## src/rtl/seg_scan_ctrl.sv

```systemverilog
// Eight-digit multiplexed 7-segment scan controller: time-shares one decoder across
// eight digits with a blanking guard before each digit and a frame-synchronous load handshake.
module seg_scan_ctrl #(
    parameter int ACT_CYC = 100_000,
    parameter int BLK_CYC = 1_000
) (
    input  logic        clk100M,
    input  logic        sys_rst_n,
    input  logic [31:0] digits,
    input  logic [7:0]  dp_mask,
    input  logic [7:0]  en_mask,
    input  logic        load,
    output logic        ready,
    input  logic        blank_all,
    output logic [3:0]  dig_val,
    output logic        dp_en,
    output logic [7:0]  AN,
    output logic        frame_done
);

    localparam int MAX_CYC = (ACT_CYC > BLK_CYC) ? ACT_CYC : BLK_CYC;
    localparam int CNT_W   = $clog2(MAX_CYC);
    localparam logic [CNT_W-1:0] ACT_LAST = CNT_W'(ACT_CYC - 1);
    localparam logic [CNT_W-1:0] BLK_LAST = CNT_W'((BLK_CYC == 0) ? 0 : BLK_CYC - 1);

    typedef enum logic {BLANK, ACTIVE} state_t;
    localparam state_t START_ST = (BLK_CYC == 0) ? ACTIVE : BLANK;

    state_t           state, state_nxt;
    logic [2:0]       idx, idx_nxt;
    logic [CNT_W-1:0] cnt, cnt_nxt;

    logic [31:0] sh_dig, pd_dig, sh_dig_nxt;
    logic [7:0]  sh_dp, sh_en, pd_dp, pd_en, sh_dp_nxt, sh_en_nxt;

    logic        capture, commit;
    logic [7:0]  an_nxt;
    logic [3:0]  dig_nxt;
    logic        dp_nxt, fd_nxt;

    // Pending data exists exactly while ready is low, so a frame_done seen with
    // ready low always belongs to a capture made in an earlier cycle.
    assign capture = load & ready;
    assign commit  = frame_done & ~ready;

    always_comb begin
        state_nxt = state;
        idx_nxt   = idx;
        cnt_nxt   = cnt + CNT_W'(1);
        case (state)
            BLANK: begin
                if (cnt == BLK_LAST) begin
                    state_nxt = ACTIVE;
                    cnt_nxt   = '0;
                end
            end
            ACTIVE: begin
                if (cnt == ACT_LAST) begin
                    state_nxt = (BLK_CYC == 0) ? ACTIVE : BLANK;
                    idx_nxt   = idx + 3'd1;
                    cnt_nxt   = '0;
                end
            end
            default: begin
                state_nxt = START_ST;
                cnt_nxt   = '0;
            end
        endcase

        sh_dig_nxt = commit ? pd_dig : sh_dig;
        sh_dp_nxt  = commit ? pd_dp  : sh_dp;
        sh_en_nxt  = commit ? pd_en  : sh_en;

        // Outputs are derived from the next state so they register in step with it.
        an_nxt = 8'hFF;
        if (state_nxt == ACTIVE && sh_en_nxt[idx_nxt] && !blank_all)
            an_nxt[idx_nxt] = 1'b0;
        dig_nxt = sh_dig_nxt[{idx_nxt, 2'b00} +: 4];
        dp_nxt  = sh_dp_nxt[idx_nxt];
        fd_nxt  = (state_nxt == ACTIVE) && (idx_nxt == 3'd7) && (cnt_nxt == ACT_LAST);
    end

    always_ff @(posedge clk100M or negedge sys_rst_n) begin
        if (!sys_rst_n) begin
            state      <= START_ST;
            idx        <= '0;
            cnt        <= '0;
            AN         <= 8'hFF;
            dig_val    <= '0;
            dp_en      <= 1'b0;
            frame_done <= 1'b0;
            ready      <= 1'b1;
            sh_dig     <= '0;
            sh_dp      <= '0;
            sh_en      <= 8'hFF;
            pd_dig     <= '0;
            pd_dp      <= '0;
            pd_en      <= 8'hFF;
        end else begin
            state      <= state_nxt;
            idx        <= idx_nxt;
            cnt        <= cnt_nxt;
            AN         <= an_nxt;
            dig_val    <= dig_nxt;
            dp_en      <= dp_nxt;
            frame_done <= fd_nxt;
            sh_dig     <= sh_dig_nxt;
            sh_dp      <= sh_dp_nxt;
            sh_en      <= sh_en_nxt;
            if (capture) begin
                pd_dig <= digits;
                pd_dp  <= dp_mask;
                pd_en  <= en_mask;
                ready  <= 1'b0;
            end else if (commit) begin
                ready  <= 1'b1;
            end
        end
    end

endmodule
```

## config.mk

```make
export PLATFORM = sky130hd
export DESIGN_NAME = seg_scan_ctrl
export DESIGN_NICKNAME = d
export VERILOG_FILES = /design/src/rtl/seg_scan_ctrl.sv
export SDC_FILE = /design/constraint.sdc
export NUM_CORES = 1
export LEC_CHECK = 0
export ABC_AREA = 1
export CAP_MARGIN = 20
export CORE_MARGIN = 3
export CORE_UTILIZATION = 40
export CTS_CLUSTER_SIZE = 25
export DETAILED_ROUTE_END_ITERATION = 8
export GPL_TIMING_DRIVEN = 0
export PLACE_DENSITY = 0.67
export SYNTH_ARGS = -nofsm -noshare
export SYNTH_HDL_FRONTEND = slang
export SYNTH_SLANG_ARGS = --single-unit
```

## constraint.sdc

```tcl
create_clock -name clk100M -period 2 [get_ports clk100M]
set_clock_uncertainty 0.1 [all_clocks]
set_input_delay 0.5 -clock clk100M [delete_from_list [all_inputs] [get_ports clk100M]]
set_output_delay 0.5 -clock clk100M [all_outputs]
set_load 0.03 [all_outputs]
```

==> results_dict.tcl, run 1 <==
set metrics [dict create \
    power_density_nw_per_um2 756 \
    overflow 0 \
    critical_path_buf_inv_count 3 \
    antenna_found_initial 0 \
    fp.coreArea_um2 14800 \
    area_growth_pct 34.4 \
    synth.most_common_cell "nand2_1" \
    async_reset_ff_frac 1.00 \
    setup_viol 14 \
    drv_cap 0 \
    cts_max_level 4 \
    vdd.ir_drop.worst_v 0.000554 \
    drtIter0Drc 260 \
    fin_crit_ns 2.11 \
    synth_compound_area_frac 0.0370 \
    diodes 0 \
    hp-class "flip-flop to flip-flop" \
    dp_cells 895 \
    violations "negative setup slack" \
    finalSetupTns_ns -1.21 \
    synth_mux_area_frac 0.126 \
    drt-total-wl_um 14700 \
    grt_pass1_wl_um 24100 \
    crit_arrival_ns 2.37 \
    fill_cells 1284 \
    synth_xor_area_frac 0.00284 \
    grt_max_degree 68 \
    crit_family "simple AND/OR/NAND/NOR gates" \
    worstMarginPinSlew_ns 0.703 \
    slowest_delay_ns 0.40 \
    synth-simple-area-share 0.223 \
    syn_avg_cell_area_um2 9.56 \
    leakage_nw 3.96 \
    cpMostUsedCell "nor2_4" \
    vias_per_cell 5.01 \
    ys_ff_latch 132 \
    netlist_top_cells_area "dfrtp_1 (43%), mux2_2 (13%), dfstp_2 (11%)" \
    die_w_um 130 \
    max_freq_mhz 473 \
    grt_pass1_vias 5061 \
    outcome "finished with violations" \
    dpl.hpwl_um 10400 \
    rsz0062_at_grt "yes" \
    drc 0 \
    ant_nets 0 \
    synth.top_cells.by_count "nand2_1 (159), dfrtp_1 (107), inv_1 (70), mux2_2 (69), nand3_1 (54)" \
    numPortBuffers 66 \
    cp_max_fo 6 \
    synth_warnings 0 \
    hold_viol 0 \
    wire_per_inst_um 15.3 \
    synth-edff-count 0 \
    required_ns 2.26 \
    ys_types 36 \
    synth_area_um2 6160 \
    drive_gt1_frac 0.319 \
    gp_congestion 0.821 \
    cp_cell_sequence "ha_4 -> nand3_4 -> nor2_4 -> nand4_4 -> nand2_4 -> nand2_8 -> buf_4 -> inv_1 -> nand2_1 -> a21oi_2 -> nor2_4 -> buf_6 -> nand3_2" \
    cts_max_path_buffers 2 \
    synth-seq-area-share 0.542 \
    cts_sinks 132 \
    initial_core_util 0.416 \
    finalWorstSetupSlack_ns -0.114 \
    synthFlopType "dfrtp_1" \
    synthAdderAreaFrac 0.00406 \
    cts_tree "built" \
    dieHeight_um 130 \
    period_share 1.06 \
    cp-end-kind "flip-flop" \
    synth_top_family_by_area "simple AND/OR/NAND/NOR gates" \
    die_area_um2 16900 \
    ios 67 \
    synth_top_area_frac 0.435 \
    synth.largest_area_cell "dfrtp_1" \
    slew_violations 0 \
    synthesis.nets 698 \
    cts_root_buffer "clkbuf_16" \
    num_rows 44 \
    drtPass1Iterations 5 \
    clkLatencyLatePin_ns 0.41 \
    vias 4793 \
    clk_pin_slew_worst_paths_ns 0.06 \
    finalNonFillerCells 956 \
    relSlewSlack 0.531 \
    cp-start-kind "flip-flop" \
    grt_use_total 0.184 \
    crit_type "flip-flop to flip-flop" \
    nNetsFinal 813 \
    tritoncts.num_buffers 17 \
    syn_inst 644 \
    slowest_stage "dfrtp_1" \
]
cell usage in the layout, fill, tap and decap left out, types with 4 or more instances in the layout:
master           instances
clkinvlp_4               5
mux2_2                  69
buf_4                   23
o21ai_1                  6
buf_6                    8
clkbuf_1                 6
o21ai_2                  8
nand3_1                 44
o21ai_0                 17
clkbuf_16               17
nand2_4                  4
nand4_1                  6
and2_1                  20
dfstp_2                 25
nor3_4                   4
clkdlybuf4s50_1         50
dfrtp_1                101
nand3_2                  8
nor2_1                  38
inv_1                   68
dlygate4sd2_1           14
dfrtp_2                  6
inv_2                    4
nand2_2                 15
nor2_4                   9
buf_2                    4
nand2_1                143
worst paths after layout:
| check | endpoint | start | slack (ns) | cells past startpoint |
|---|---|---|---|---|
| worst min-delay path | sh_dig[31]$_DFF_PN0_ | sh_dig[31]$_DFF_PN0_ | 0.40 | 1 |
| worst max-delay path | AN[4]$_DFF_PN1_ | cnt[0]$_DFF_PN0_ | -0.11 | 13 |
| worst min register to register | sh_dig[31]$_DFF_PN0_ | sh_dig[31]$_DFF_PN0_ | 0.40 | 1 |
| min in group asynchronous | cnt[14]$_DFF_PN0_ | sys_rst_n | 0.54 | 2 |
| max in group asynchronous | pd_dig[16]$_DFFE_PN0P_ | sys_rst_n | 0.54 | 3 |
| worst max register to register | AN[4]$_DFF_PN1_ | cnt[0]$_DFF_PN0_ | -0.11 | 13 |
per-stage QoR:
stage / utilization / cell area, µm² / hold WS (ns) / power (mW) / worst slack (ns)
6_report: 0.559 / 8270 / 0.398 / 6.25 / -0.114
5_1_grt: 0.559 / 8270 / 0.409 / 6.46 / -0.255
2_1_floorplan: - / 6160 / 0.104 / 2.98 / 0.00837
4_1_cts: 0.547 / 8100 / 0.401 / 6.33 / -0.122
3_3_place_gp: 0.476 / 7050 / 0.381 / 3.16 / -4.68
3_5_place_dp: 0.478 / 7080 / 0.388 / 3.18 / -0.721
repair_timing:
action | CTS | global route
hold buffers | 1 | 0
endpoints found under the setup margin | 53 | 18
endpoints found under the hold margin | 16 | 0
buffers inserted | 21 | 7
pin swaps | 14 | 19
gates resized for setup | 97 | 32
where the power goes:
group	internal [mW]	switching (mW)	total, mW
logic	0.173	0.0923	0.265
clock network	1.92	1.21	3.13
registers	2.80	0.0636	2.86
total	4.89	1.36	6.25
flip-flops by register name, summed over array words and instances (netlist names):
| name | cells |
|---|---|
| cnt | 17 |
| sh_dp | 8 |
| pd_dp | 8 |
| sh_en | 8 |
| pd_en | 8 |
| idx | 3 |
| AN | 8 |
| dp_en | 1 |
| ready | 1 |
| pd_dig | 32 |
| sh_dig | 32 |
| state | 1 |
| dig_val | 4 |
| frame_done | 1 |
cell type report:
| type | instances | area, µm² | share of cell area |
|---|---|---|---|
| inverter | 72 | 270 | 0.0327 |
| clock buffer | 19 | 453 | 0.0547 |
| timing repair buffer | 96 | 923 | 0.112 |
| clock inverter | 13 | 148 | 0.0178 |
| sequential | 132 | 3340 | 0.404 |
| multi-input combinational | 417 | 2710 | 0.328 |
| buffer | 23 | 196 | 0.0237 |
| tap | 184 | 230 | 0.0278 |
logic make-up after synthesis:
| family | count (synthesis) |
|---|---|
| buffers and inverters | 95 |
| multiplexers | 69 |
| XOR/XNOR | 2 |
| adder cells (fa/ha/maj) | 2 |
| AO/OA/AOI/OAI | 38 |
| flip-flops | 132 |
| AND/OR/NAND/NOR | 306 |
metal layers:
metal	share of wire	vias to the layer above	global-route usage
li1	-	2301	-
met1	0.43	2354	0.225
met2	0.51	117	0.315
met3	0.041	21	0.0422
met4	0.021	0	0.0709
met5	0	-	0
No activity file was read; power rests on OpenSTA's default activity.
==> run 2: changes to the inputs <==
--- a/config.mk
+++ b/config.mk
@@ -13,5 +13,5 @@
 export DETAILED_ROUTE_END_ITERATION = 8
 export GPL_TIMING_DRIVEN = 0
-export PLACE_DENSITY = 0.67
+export PLACE_DENSITY_LB_ADDON = 0.12
 export SYNTH_ARGS = -nofsm -noshare
 export SYNTH_HDL_FRONTEND = slang
--- a/constraint.sdc
+++ b/constraint.sdc
@@ -3,3 +3,3 @@
 set_input_delay 0.5 -clock clk100M [delete_from_list [all_inputs] [get_ports clk100M]]
 set_output_delay 0.5 -clock clk100M [all_outputs]
-set_load 0.03 [all_outputs]
+set_load 0.01 [all_outputs]
==> results_dict.tcl, run 2 (synthesized netlist as in run 1, its figures left out) <==
set metrics [dict create \
    cp_cell_sequence "ha_4 -> nand3_4 -> nor3_4 -> buf_4 -> nand4_1 -> nand2_2 -> nand2_4 -> buf_8 -> nand2_4 -> a21oi_4 -> nor2_4 -> nand3_1" \
    ios 67 \
    power_density_nw_per_um2 740 \
    r2r_start "cnt[1]$_DFF_PN0_" \
    fin_crit_ns 2.15 \
    overflow 0 \
    clkLatencyLatePin_ns 0.42 \
    dpl.hpwl_um 10300 \
    fp.coreArea_um2 14800 \
    antenna_found_initial 0 \
    cts_tree "built" \
    period_share 1.07 \
    grt_pass1_vias 4912 \
    clk_pin_slew_worst_paths_ns 0.06 \
    finalNonFillerCells 958 \
    area_growth_pct 34.8 \
    leakage_nw 3.95 \
    ant_nets 0 \
    crit_type "flip-flop to flip-flop" \
    slowest_delay_ns 0.40 \
    layout_commonest_cell "nand2_1" \
    reg_top3 "pd_dig x32, sh_dig x32, cnt x17" \
    tritoncts.num_buffers 17 \
    multi_input_area_um2 2740 \
    required_ns 2.23 \
    drtIter0Drc 197 \
    grt_use_total 0.187 \
    setup_viol 14 \
    relSlewSlack 0.541 \
    hold_viol 0 \
    drtPass1Iterations 5 \
    hp-class "flip-flop to flip-flop" \
    cts_max_level 4 \
    gp_congestion 0.856 \
    final_cell_mix "nand2_1 (138), dfrtp_1 (98), mux2_2 (69), inv_1 (67), clkdlybuf4s50_1 (55)" \
    slowest_stage "dfrtp_1" \
    max_freq_mhz 466 \
    violations "negative setup slack" \
    diodes 0 \
    num_rows 44 \
    drt-total-wl_um 14900 \
    seq_area_um2 3350 \
    finalWorstSetupSlack_ns -0.145 \
    cp-end-kind "flip-flop" \
    rsz0062_at_grt "yes" \
    dp_cells 895 \
    finalSetupTns_ns -1.24 \
    drive_gt1_frac 0.332 \
    vias_per_cell 4.93 \
    vdd.ir_drop.worst_v 0.000524 \
    r2r_slack_ns -0.15 \
    cpMostUsedCell "nand2_4" \
    placed_cell_area_um2 7080 \
    reg2reg_depth 12 \
    r2r_end "AN[4]$_DFF_PN1_" \
    grt_max_degree 70 \
    vias 4723 \
    numPortBuffers 66 \
    hold_slack_ns 0.396 \
    die_area_um2 16900 \
    cp-start-kind "flip-flop" \
    slew_violations 0 \
    drc 0 \
    final_cell_area_um2 8300 \
    dieHeight_um 130 \
    cp_max_fo 8 \
    die_w_um 130 \
    hold_depth 1 \
    outcome "finished with violations" \
    crit_arrival_ns 2.37 \
    initial_core_util 0.416 \
    min_to "sh_dig[13]$_DFF_PN0_" \
    fill_cells 1304 \
    cts_root_buffer "clkbuf_16" \
    hold_start "sh_dig[13]$_DFF_PN0_" \
    fin_util 0.561 \
    wire_per_inst_um 15.5 \
    drv_cap 0 \
    worstMarginPinSlew_ns 0.688 \
    critical_path_buf_inv_count 2 \
    cts_max_path_buffers 2 \
    grt_pass1_wl_um 24400 \
    crit_family "simple AND/OR/NAND/NOR gates" \
    nNetsFinal 816 \
    cts_sinks 132 \
]
[run 2: cell types whose count changed in the layout (fill, tap and decap cells not counted), sizes merged, moves of 3 or more]
cell / delta
clkinv: +3
dlygate4sd2: -4
inv: -3
clkdlybuf4s50: +5
clkbuf: +3
clkinvlp: -3
[run 2: worst max-delay path by stage]
stage                 startpoint                     end  slack [ns]  cells past startpoint
3_3_place_gp           sys_rst_n  pd_dig[25]$_DFFE_PN0P_       -4.94                      1
2_1_floorplan   cnt[0]$_DFF_PN0_         AN[0]$_DFF_PN1_        0.02                     11
3_5_place_dp                load  pd_dig[29]$_DFFE_PN0P_       -0.74                      5
4_1_cts        cnt[13]$_DFF_PN0_         AN[4]$_DFF_PN1_       -0.10                     12
6_report        cnt[1]$_DFF_PN0_         AN[4]$_DFF_PN1_       -0.15                     12
5_1_grt        cnt[13]$_DFF_PN0_         AN[4]$_DFF_PN1_       -0.28                     12
[run 2: layout make-up]
cell class                 count  area share
clock buffer                  21      0.0555
timing repair buffer          99       0.113
sequential                   132       0.403
tap                          184      0.0277
buffer                        23      0.0256
multi-input combinational    417       0.330
inverter                      72      0.0326
clock inverter                10      0.0128
[run 2: what timing repair did]
item                                    CTS  global route
cloned                                    1             0
resized for setup                       109            31
hold buffers                              1             0
endpoints found under the setup margin   50            15
setup buffers                            27             3
pin swaps                                25            10
endpoints found under the hold margin     6             0
[run 2: per-layer routing]
| metal | vias up | routed length, µm | global-route usage |
|---|---|---|---|
| li1 | 2310 | - | - |
| met2 | 96 | 7200 | 0.303 |
| met1 | 2284 | 6740 | 0.244 |
| met4 | 0 | 418 | 0.0782 |
| met3 | 33 | 487 | 0.0385 |
| met5 | - | 0 | 0 |
[run 2: where the power goes]
| part | switching (mW) | internal (mW) | total (mW) |
|---|---|---|---|
| clock | 1.13 | 1.88 | 3.01 |
| combinational | 0.0918 | 0.173 | 0.264 |
| sequential | 0.0632 | 2.80 | 2.86 |
| total | 1.29 | 4.85 | 6.14 |
[run 2: through the flow]
stage,setup WS [ns],total power [mW]
2_1_floorplan,0.0220,2.98
3_3_place_gp,-4.94,3.16
3_5_place_dp,-0.735,3.18
4_1_cts,-0.101,6.22
5_1_grt,-0.284,6.35
6_report,-0.145,6.14
==> run 3: changes to the inputs <==
CAP_MARGIN = 0   (was 20)
clock period = 2.2 ns   (was 2 ns; I/O delays follow)
==> results_dict.tcl, run 3 (synthesized netlist as in run 1, its figures left out) <==
set metrics [dict create \
    clk_pin_slew_worst_paths_ns 0.06 \
    cts_max_path_buffers 2 \
    outcome "finished with violations" \
    worstMarginPinSlew_ns 0.692 \
    nNetsFinal 793 \
    required_ns 2.42 \
    crit_arrival_ns 2.47 \
    reg_top3 "pd_dig x32, sh_dig x32, cnt x17" \
    grt_max_degree 70 \
    grt_use_total 0.179 \
    antenna_found_initial 0 \
    power_density_nw_per_um2 700 \
    crit_type "flip-flop to flip-flop" \
    drive_gt1_frac 0.270 \
    cp-end-kind "flip-flop" \
    crit_family "simple AND/OR/NAND/NOR gates" \
    numPortBuffers 66 \
    post-place-ws_ns -0.585 \
    reg2reg_depth 12 \
    vias 4570 \
    cts_tree "built" \
    leakage_nw 3.82 \
    slowest_stage "dfrtp_1" \
    hp-class "primary input to asynchronous set/reset pin" \
    vdd.ir_drop.worst_v 0.000472 \
    slew_violations 0 \
    final_cell_area_um2 7960 \
    relSlewSlack 0.538 \
    finalWorstSetupSlack_ns -0.0476 \
    max_freq_mhz 445 \
    period_share 1.02 \
    slowest_delay_ns 0.39 \
    grt_pass1_wl_um 23300 \
    clkPwrFrac 0.490 \
    fill_cells 1343 \
    dieHeight_um 130 \
    cts_max_level 4 \
    seq_area_um2 3340 \
    grt_pass1_vias 4709 \
    cp_max_fo 8 \
    drt-total-wl_um 14300 \
    cp_num_cells 12 \
    cts_root_buffer "clkbuf_16" \
    overflow 0 \
    p_int_mw 4.41 \
    violations "negative setup slack" \
    dpl.hpwl_um 10300 \
    fin_util 0.537 \
    area_growth_pct 29.3 \
    drtIter0Drc 231 \
    cpMostUsedCell "nand2_2" \
    cts_sinks 132 \
    p_comb_frac 0.043 \
    ios 67 \
    gp_congestion 0.856 \
    fin_crit_ns 2.25 \
    switching_share 0.209 \
    setup_viol 8 \
    critical_path_buf_inv_count 2 \
    tritoncts.num_buffers 17 \
    fp.coreArea_um2 14800 \
    hold_viol 0 \
    cp_cell_sequence "ha_4 -> nand3_4 -> nor3_4 -> buf_4 -> nand4_1 -> nand2_2 -> nand2_2 -> buf_8 -> nand2_4 -> a21oi_4 -> nor2_4 -> nand3_2" \
    die_area_um2 16900 \
    clkLatencyLatePin_ns 0.41 \
    drv_cap 0 \
    layout_commonest_cell "nand2_1" \
    cts_hold_buf 0 \
    multi_input_area_um2 2620 \
    placed_cell_area_um2 7080 \
    drc 0 \
    p_switching_mw 1.16 \
    initial_core_util 0.416 \
    drtPass1Iterations 5 \
    ant_nets 0 \
    seqPwrFrac 0.467 \
    finalSetupTns_ns -0.242 \
    die_w_um 130 \
    final_cell_mix "nand2_1 (152), dfrtp_1 (104), inv_1 (69), mux2_2 (69), clkdlybuf4s50_1 (65)" \
    diodes 0 \
    cp-start-kind "flip-flop" \
    num_rows 44 \
    rsz0062_at_grt "yes" \
    vias_per_cell 4.89 \
    wire_per_inst_um 15.3 \
]
run 3: layer usage:
layer  track usage  up-vias  wire length [µm]
met5             0        -                 0
met4        0.0850        0               314
met3        0.0372       18               416
met2         0.279       91              6910
met1         0.239     2207              6680
li1              -     2254                 -
run 3: worst paths after layout:
kind	startpoint	to	slack, ns
setup / recovery	cnt[1]$_DFF_PN0_	AN[5]$_DFF_PN1_	-0.05
hold / removal	sys_rst_n	cnt[14]$_DFF_PN0_	0.005
setup reg to reg	cnt[1]$_DFF_PN0_	AN[5]$_DFF_PN1_	-0.05
hold reg to reg	sh_dig[13]$_DFF_PN0_	sh_dig[13]$_DFF_PN0_	0.40
max in group asynchronous	sys_rst_n	pd_dig[25]$_DFFE_PN0P_	1.25
min in group clk100M	sh_dig[13]$_DFF_PN0_	sh_dig[13]$_DFF_PN0_	0.40
run 3: cell type report:
class	count	area share
inverter	72	0.0340
clock inverter	10	0.0134
multi-input combinational	417	0.329
timing repair buffer	76	0.0951
buffer	23	0.0223
sequential	132	0.419
tap	184	0.0289
clock buffer	21	0.0579
run 3: repair_timing:
action,4_1_cts,5_1_grt
resized for setup,30,52
setup buffers,4,5
pin swaps,3,13
setup endpoints to repair,34,15
run 3: per-stage QoR:
stage | hold WS, ns | std cells | total power [mW]
3_5_place_dp | 0.384 | 895 | 2.89
4_1_cts | 0.0308 | 930 | 5.65
2_1_floorplan | 0.154 | 644 | 2.71
5_1_grt | 0.0446 | 935 | 5.77
6_report | 0.00459 | 935 | 5.58
3_3_place_gp | 0.380 | 894 | 2.88
run 3: worst reg2reg max path: cells and delay by family, from the launching register on:
family / cells / cell delay (ns)
DFF: 1 / 0.39
and+or+nand+nor: 8 / 1.13
adders and majority gates: 1 / 0.17
AOI/OAI and AO/OA: 1 / 0.04
buffers and inverters: 2 / 0.31
run 3: power by group through the flow:
stage	Combinational (mW)	Clock (mW)	Sequential (mW)
global placement	0.232	0	2.64
global route	0.266	2.89	2.61
floorplan	0.0892	0	2.62
detailed placement	0.246	0	2.65
finish	0.239	2.73	2.60
CTS	0.248	2.80	2.61
